### src/rtl/l2_evict_pkg.sv
// l2_evict_pkg: shared types and default widths for the L2 eviction buffer.
//   L2E_ADDR_W / L2E_DATA_W : default line-address and line-data widths
//   evict_entry_t           : one buffered line {valid, adr, data}
//   evict_state_t           : pmem-side FSM states
package l2_evict_pkg;

  localparam int L2E_ADDR_W = 12;
  localparam int L2E_DATA_W = 128;

  typedef struct packed {
    logic                  valid;
    logic [L2E_ADDR_W-1:0] adr;
    logic [L2E_DATA_W-1:0] data;
  } evict_entry_t;

  typedef enum logic [1:0] {
    IDLE  = 2'd0,
    DRAIN = 2'd1,
    READ  = 2'd2
  } evict_state_t;

endpackage

### src/rtl/l2_evict_buffer_match.sv
// evict_match: combinational address compare across all buffer entries.
//   i_valid/i_adr : per-entry valid bits and line addresses
//   i_key         : address being looked up (L2 request address)
//   i_head        : head pointer
//   i_head_busy   : head entry is (or is about to be) in flight to pmem
//   o_match       : per-entry match vector
//   o_hit/o_idx   : any match / index of a matching entry
//   o_head_mask   : one-hot head mask, only set while the head is in flight
//   o_cidx        : index of a match that excludes the in-flight head
module evict_match #(
  parameter int DEPTH  = 4,
  parameter int ADDR_W = 12,
  parameter int PTR_W  = $clog2(DEPTH)
) (
  input  logic [DEPTH-1:0]             i_valid,
  input  logic [DEPTH-1:0][ADDR_W-1:0] i_adr,
  input  logic [ADDR_W-1:0]            i_key,
  input  logic [PTR_W-1:0]             i_head,
  input  logic                         i_head_busy,
  output logic [DEPTH-1:0]             o_match,
  output logic                         o_hit,
  output logic [PTR_W-1:0]             o_idx,
  output logic [DEPTH-1:0]             o_head_mask,
  output logic [PTR_W-1:0]             o_cidx
);

  logic [DEPTH-1:0] w_match;
  logic [DEPTH-1:0] w_cmatch;

  for (genvar gi = 0; gi < DEPTH; gi++) begin : g_cmp
    assign w_match[gi]     = i_valid[gi] && (i_adr[gi] == i_key);
    assign o_head_mask[gi] = i_head_busy && (i_head == PTR_W'(gi));
  end

  assign w_cmatch = w_match & ~o_head_mask;
  assign o_match  = w_match;
  assign o_hit    = |w_match;

  always_comb begin
    o_idx  = '0;
    o_cidx = '0;
    for (int i = 0; i < DEPTH; i++) begin
      if (w_match[i])  o_idx  = PTR_W'(i);
      if (w_cmatch[i]) o_cidx = PTR_W'(i);
    end
  end

endmodule

### src/rtl/l2_evict_buffer.sv
// l2_evict_buffer: multi-entry dirty-line write buffer between the L2
// memory-side wishbone master and the pmem wishbone bus.
//   clk, rst          : clock, async active-high reset
//   i_l2_*            : L2 request (adr, dat_m, stb, cyc, we, sel)
//   o_l2_dat_s/ack    : read data / one-cycle acknowledge to L2
//   o_mem_*           : registered pmem request (adr, dat_m, stb, cyc, we, sel)
//   i_mem_dat_s/ack   : pmem read data / acknowledge
//   o_full, o_busy    : buffer full / buffer non-empty or pmem transfer active
// Writebacks are acked in one cycle and drained in FIFO order; reads hit in
// the buffer or go to pmem, and a pending read miss beats the next drain.
module l2_evict_buffer
  import l2_evict_pkg::*;
#(
  parameter int DEPTH  = 4,
  parameter int ADDR_W = L2E_ADDR_W,
  parameter int DATA_W = L2E_DATA_W
) (
  input  logic                clk,
  input  logic                rst,
  input  logic [ADDR_W-1:0]   i_l2_adr,
  input  logic [DATA_W-1:0]   i_l2_dat_m,
  input  logic                i_l2_stb,
  input  logic                i_l2_cyc,
  input  logic                i_l2_we,
  input  logic [DATA_W/8-1:0] i_l2_sel,
  output logic [DATA_W-1:0]   o_l2_dat_s,
  output logic                o_l2_ack,
  output logic [ADDR_W-1:0]   o_mem_adr,
  output logic [DATA_W-1:0]   o_mem_dat_m,
  output logic                o_mem_stb,
  output logic                o_mem_cyc,
  output logic                o_mem_we,
  output logic [DATA_W/8-1:0] o_mem_sel,
  input  logic [DATA_W-1:0]   i_mem_dat_s,
  input  logic                i_mem_ack,
  output logic                o_full,
  output logic                o_busy
);

  localparam int PTR_W = $clog2(DEPTH);
  localparam int CNT_W = PTR_W + 1;

  evict_state_t r_state, w_state_nxt;

  logic [DEPTH-1:0]             r_valid;
  logic [DEPTH-1:0][ADDR_W-1:0] r_adr;
  logic [DEPTH-1:0][DATA_W-1:0] r_data;
  logic [PTR_W-1:0]             r_head, r_tail;
  logic [CNT_W-1:0]             r_count;

  // Read miss latched until its pmem transfer completes; also blocks new requests.
  logic                r_rd_pend;
  logic [ADDR_W-1:0]   r_rd_adr;

  logic                r_ack;
  logic [DATA_W-1:0]   r_dat_s;
  logic [ADDR_W-1:0]   r_mem_adr;
  logic [DATA_W-1:0]   r_mem_dat;
  logic                r_mem_we;

  logic                w_req, w_full, w_head_busy;
  logic                w_hit, w_chit;
  logic [PTR_W-1:0]    w_idx, w_cidx, w_rd_idx;
  logic [DEPTH-1:0]    w_match, w_head_mask;
  logic                w_wr_coal, w_wr_alloc, w_rd_hit, w_rd_miss;
  logic                w_pop, w_rd_done;
  logic                w_launch_rd, w_launch_dr;
  logic                w_unused_sel;

  assign w_unused_sel = ^i_l2_sel;

  // Head counts as in flight while draining, and also in the IDLE cycle that
  // is about to launch it, so a same-cycle coalesce cannot be lost to pmem.
  assign w_head_busy = (r_state == DRAIN) ||
                       ((r_state == IDLE) && !r_rd_pend && (r_count != '0));

  evict_match #(
    .DEPTH  (DEPTH),
    .ADDR_W (ADDR_W)
  ) u_match (
    .i_valid     (r_valid),
    .i_adr       (r_adr),
    .i_key       (i_l2_adr),
    .i_head      (r_head),
    .i_head_busy (w_head_busy),
    .o_match     (w_match),
    .o_hit       (w_hit),
    .o_idx       (w_idx),
    .o_head_mask (w_head_mask),
    .o_cidx      (w_cidx)
  );

  assign w_chit = |(w_match & ~w_head_mask);
  // A second match can only exist alongside the in-flight head; the
  // non-head copy is the newer data.
  assign w_rd_idx = w_chit ? w_cidx : w_idx;

  assign w_full     = (r_count == CNT_W'(DEPTH));
  assign w_req      = i_l2_stb && i_l2_cyc && !r_ack && !r_rd_pend;
  assign w_wr_coal  = w_req && i_l2_we && w_chit;
  assign w_wr_alloc = w_req && i_l2_we && !w_chit && !w_full;
  assign w_rd_hit   = w_req && !i_l2_we && w_hit;
  assign w_rd_miss  = w_req && !i_l2_we && !w_hit;
  assign w_pop      = (r_state == DRAIN) && i_mem_ack;
  assign w_rd_done  = (r_state == READ) && i_mem_ack;

  // FSM next state; a read miss sampled this very cycle launches directly.
  always_comb begin
    w_state_nxt = r_state;
    w_launch_rd = 1'b0;
    w_launch_dr = 1'b0;
    case (r_state)
      IDLE: begin
        if (r_rd_pend || w_rd_miss) begin
          w_state_nxt = READ;
          w_launch_rd = 1'b1;
        end else if (r_count != '0) begin
          w_state_nxt = DRAIN;
          w_launch_dr = 1'b1;
        end
      end
      DRAIN:   if (i_mem_ack) w_state_nxt = IDLE;
      READ:    if (i_mem_ack) w_state_nxt = IDLE;
      default: w_state_nxt = IDLE;
    endcase
  end

  always_ff @(posedge clk or posedge rst) begin
    if (rst) r_state <= IDLE;
    else     r_state <= w_state_nxt;
  end

  // Line storage; contents are meaningless unless the valid bit is set.
  always_ff @(posedge clk) begin
    if (w_wr_coal) r_data[w_cidx] <= i_l2_dat_m;
    if (w_wr_alloc) begin
      r_adr[r_tail]  <= i_l2_adr;
      r_data[r_tail] <= i_l2_dat_m;
    end
  end

  always_ff @(posedge clk or posedge rst) begin
    if (rst) begin
      r_valid   <= '0;
      r_head    <= '0;
      r_tail    <= '0;
      r_count   <= '0;
      r_rd_pend <= 1'b0;
      r_rd_adr  <= '0;
      r_ack     <= 1'b0;
      r_dat_s   <= '0;
      r_mem_adr <= '0;
      r_mem_dat <= '0;
      r_mem_we  <= 1'b0;
    end else begin
      if (w_pop) begin
        r_valid[r_head] <= 1'b0;
        r_head          <= r_head + PTR_W'(1);
      end
      if (w_wr_alloc) begin
        r_valid[r_tail] <= 1'b1;
        r_tail          <= r_tail + PTR_W'(1);
      end
      r_count <= r_count + CNT_W'(w_wr_alloc) - CNT_W'(w_pop);

      if (w_rd_miss) begin
        r_rd_pend <= 1'b1;
        r_rd_adr  <= i_l2_adr;
      end else if (w_rd_done) begin
        r_rd_pend <= 1'b0;
      end

      r_ack <= w_wr_coal || w_wr_alloc || w_rd_hit || w_rd_done;
      if (w_rd_hit)       r_dat_s <= r_data[w_rd_idx];
      else if (w_rd_done) r_dat_s <= i_mem_dat_s;

      if (w_launch_dr) begin
        r_mem_adr <= r_adr[r_head];
        r_mem_dat <= r_data[r_head];
        r_mem_we  <= 1'b1;
      end else if (w_launch_rd) begin
        r_mem_adr <= r_rd_pend ? r_rd_adr : i_l2_adr;
        r_mem_we  <= 1'b0;
      end
    end
  end

  assign o_l2_ack    = r_ack;
  assign o_l2_dat_s  = r_dat_s;
  assign o_mem_adr   = r_mem_adr;
  assign o_mem_dat_m = r_mem_dat;
  assign o_mem_stb   = (r_state != IDLE);
  assign o_mem_cyc   = (r_state != IDLE);
  assign o_mem_we    = r_mem_we;
  assign o_mem_sel   = '1;
  assign o_full      = w_full;
  assign o_busy      = (r_count != '0) || (r_state != IDLE);

endmodule

### config.mk
export PLATFORM = sky130hd
export DESIGN_NAME = l2_evict_buffer
export DESIGN_NICKNAME = d
export VERILOG_FILES = /design/src/rtl/l2_evict_pkg.sv /design/src/rtl/l2_evict_buffer_match.sv /design/src/rtl/l2_evict_buffer.sv
export SDC_FILE = /design/constraint.sdc
export NUM_CORES = 2
export LEC_CHECK = 0
export CAP_MARGIN = 10
export CORE_ASPECT_RATIO = 1.1
export CORE_UTILIZATION = 54
export DETAILED_ROUTE_END_ITERATION = 12
export GPL_ROUTABILITY_DRIVEN = 0
export PLACE_DENSITY = 0.81
export RECOVER_POWER = 50
export SLEW_MARGIN = 20
export SYNTH_ARGS = -nofsm -noshare
export SYNTH_HDL_FRONTEND = slang
export SYNTH_SLANG_ARGS = --single-unit
### constraint.sdc
create_clock -name clk -period 23.1 [get_ports clk]
set_input_delay 3.465 -clock clk [delete_from_list [all_inputs] [get_ports clk]]
set_output_delay 3.465 -clock clk [all_outputs]
set_load 0.05 [all_outputs]
==> flow_metrics.env <==
export IMPL_clock_skew_ns=0.0342
export IMPL_cts_made_buffers=87
export IMPL_reg2reg_depth=8
export IMPL_fin_crit_sh=0.659
export IMPL_tightest_slew_ns=9.84
export IMPL_post_synth_main_area_contributors="dfxtp_1, dfrtp_1, mux2_2"
export IMPL_tns_ns=0
export IMPL_layout_commonest_cell="mux2_2"
export IMPL_finalSetupViolCount=0
export IMPL_io_pin_count=580
export IMPL_place_area_mm2=0.0483
export IMPL_die_h_um=298
export IMPL_dr_first_iter_drc_count=3274
export IMPL_clk_pin_slew_worst_paths_ns=0.06
export IMPL_power_density_mw_per_mm2=147
export IMPL_hold_viol_final=0
export IMPL_rsz0062_at_grt="no"
export IMPL_mostFrequentLayoutCells="mux2_2, dfxtp_1, a211oi_1, dfrtp_1, dlygate4sd3_1"
export IMPL_max_cap_violations=6
export IMPL_fillCellCount=5938
export IMPL_synth_edf_count=48
export IMPL_grt_antenna_before_repair=28
export IMPL_wl_per_cell_um=28.0
export IMPL_crit_required_ns=23.65
export IMPL_root_buffer="clkbuf_16"
export IMPL_drive_gt1_frac=0.247
export IMPL_cp_end_kind="flop"
export IMPL_violations="max-capacitance violations, max-slew violations"
export IMPL_total_power_mw=7.54
export IMPL_holdPathStages=1
export IMPL_cts_tree="yes"
export IMPL_drtPass1Iterations=5
export IMPL_grt_pass1_vias=34310
export IMPL_synth_cells=3560
export IMPL_synth_ff_type="dfxtp_1"
export IMPL_layout_min_cycle_time_ns=15.22
export IMPL_cp_max_fo=128
export IMPL_worstSetupStartpointType="input port"
export IMPL_wl_mm=140
export IMPL_yosysWarningCount=0
export IMPL_drc=0
export IMPL_cp_arrival_ns=15.77
export IMPL_antenna_left=0
export IMPL_area_growth_syn_to_layout_pct=19.4
export IMPL_fin_nets=4162
export IMPL_synthArstFlopShare=0.346
export IMPL_overflow=0
export IMPL_port_buffer_count=547
export IMPL_core_area_mm2=0.0788
export IMPL_rows=108
export IMPL_cts_htree_levels=3
export IMPL_ys_ff_latch=856
export IMPL_fmax_mhz=65.7
export IMPL_die_x_um=271
export IMPL_cts_sinks=856
export IMPL_drv_slew=463
export IMPL_worstSetupPathType="input port to flop"
export IMPL_netlist_area_mm2=0.0429
export IMPL_hpwl_mm=77.6
export IMPL_drt_vias_per_instance=6.80
export IMPL_via_count=33970
export IMPL_cts_setup_buffers=0
export IMPL_synth_top_area_cell="dfxtp_1"
export IMPL_maxSlewHeadroom=-5.56
export IMPL_die_area_mm2=0.0805
export IMPL_grt_pass1_wl_mm=210
export IMPL_hp_class="flop to flop"
export IMPL_final_cell_area_mm2=0.0512
export IMPL_grt_start_max_net_pins=130
export IMPL_seq_area_frac_synth=0.445
export IMPL_grt_use_total=0.338
export IMPL_syn_area_per_cell_um2=12.0
export IMPL_holdBufCountCts=0
export IMPL_ir_drop_v=0.000108
export IMPL_cts_path_max_buffers=3
export IMPL_outcome="complete, but fails checks"
export IMPL_yosys_cell_types_count=54
export IMPL_initial_core_util=0.544
export IMPL_synth_top_area_frac=0.239
export IMPL_p_leak_nw=19.9
export IMPL_post_cts_resized=0
export IMPL_insertion_delay_ns=0.65
## cells by family (layout without fill, tap and decap cells)
family / count (synthesis) / count (layout) / share of synthesized area
DFF: 856 / 856 / 0.445
and+or+nand+nor: 458 / 458 / 0.0690
other: 1 / 35 / 0.0000875
muxes: 829 / 829 / 0.263
adders and majority gates: 14 / 14 / 0.00426
xor gates and xnor gates: 52 / 52 / 0.0108
AOI/OAI and AO/OA: 925 / 925 / 0.158
buffers and inverters: 425 / 779 / 0.0489
## layer usage
layer / GRT usage / vias to the layer above / share of wire
met2: 0.557 / 1876 / 0.49
met4: 0.174 / 16 / 0.037
li1: - / 14473 / -
met1: 0.416 / 17230 / 0.38
met5: 0 / - / 0.00080
met3: 0.0741 / 375 / 0.091
## cell type report
class	count	area [µm²]	share of cell area
Antenna cell	19	47.5	0.000929
Tap cell	1045	1310	0.0255
Clock buffer	141	2690	0.0525
Clock inverter	19	195	0.00381
Multi-Input combinational cell	2294	21900	0.427
Inverter	17	65.1	0.00127
Timing Repair Buffer	602	5920	0.116
Sequential cell	856	19100	0.373
## worst paths after layout
check | from | endpoint | slack, ns
setup / recovery | i_l2_adr[7] | r_data[53] | 7.88
hold / removal | o_mem_adr[3] | o_mem_adr[3] | 0.48
setup reg to reg | r_adr[43] | r_data[53] | 11.06
hold reg to reg | o_mem_adr[3] | o_mem_adr[3] | 0.48
max in group asynchronous | rst | r_head[0] | 11.78
min in group asynchronous | rst | o_l2_dat_s[125] | 4.99
## per-stage QoR
step | utilization | hold slack, ns | setup slack [ns] | std cells
2_1_floorplan | - | 0.450 | 11.46 | 3575
3_3_place_gp | 0.613 | 0.462 | 13.76 | 4813
3_5_place_dp | 0.613 | 0.471 | 13.79 | 4813
4_1_cts | 0.650 | 0.486 | 14.43 | 4973
5_1_grt | 0.650 | 0.490 | 7.83 | 4990
6_report | 0.650 | 0.480 | 7.88 | 4993
## critical path, stage by stage
cell and delay (ns):
dlygate4sd3_1 0.80, xnor2_1 0.22, nand3_1 0.13, or4_1 1.75
o22ai_1 0.84, or2_2 0.24, nand3b_1 0.10, clkbuf_1 6.79
mux2_2 1.15
## registers in the layout, indices dropped and copies added, names as in the netlist
name,flops
r_valid,4
o_mem_dat_m,128
r_head,2
o_mem_we,1
r_data,512
r_rd_pend,1
o_mem_adr,12
r_count,3
r_adr,48
o_l2_dat_s,128
r_tail,2
r_rd_adr,12
r_state,2
o_l2_ack,1
## power breakdown
| group | leakage, nW | switching [mW] | internal, mW |
|---|---|---|---|
| combinational | 10.1 | 1.80 | 1.60 |
| sequential | 8.42 | 0.518 | 2.19 |
| clock | 1.42 | 0.615 | 0.811 |
| total | 19.9 | 2.93 | 4.60 |
## cell usage after synthesis, types with 6 or more instances
master,count
buf_4,34
dfxtp_1,512
xnor2_1,51
o22ai_1,6
mux2_2,526
mux2_1,63
nor3_1,130
mux2_4,100
buf_12,11
o21ai_0,130
edfxtp_1,48
nand4_1,11
buf_2,72
and2_1,135
clkbuf_1,258
inv_1,17
nand3_1,6
ha_1,13
a21oi_1,131
nand2_1,20
buf_1,19
o311a_1,128
buf_6,14
mux4_2,140
dfrtp_1,296
and4_1,128
nor2_1,8
a211oi_1,385
o2bb2ai_1,128
(Power assumes the default switching activity.)
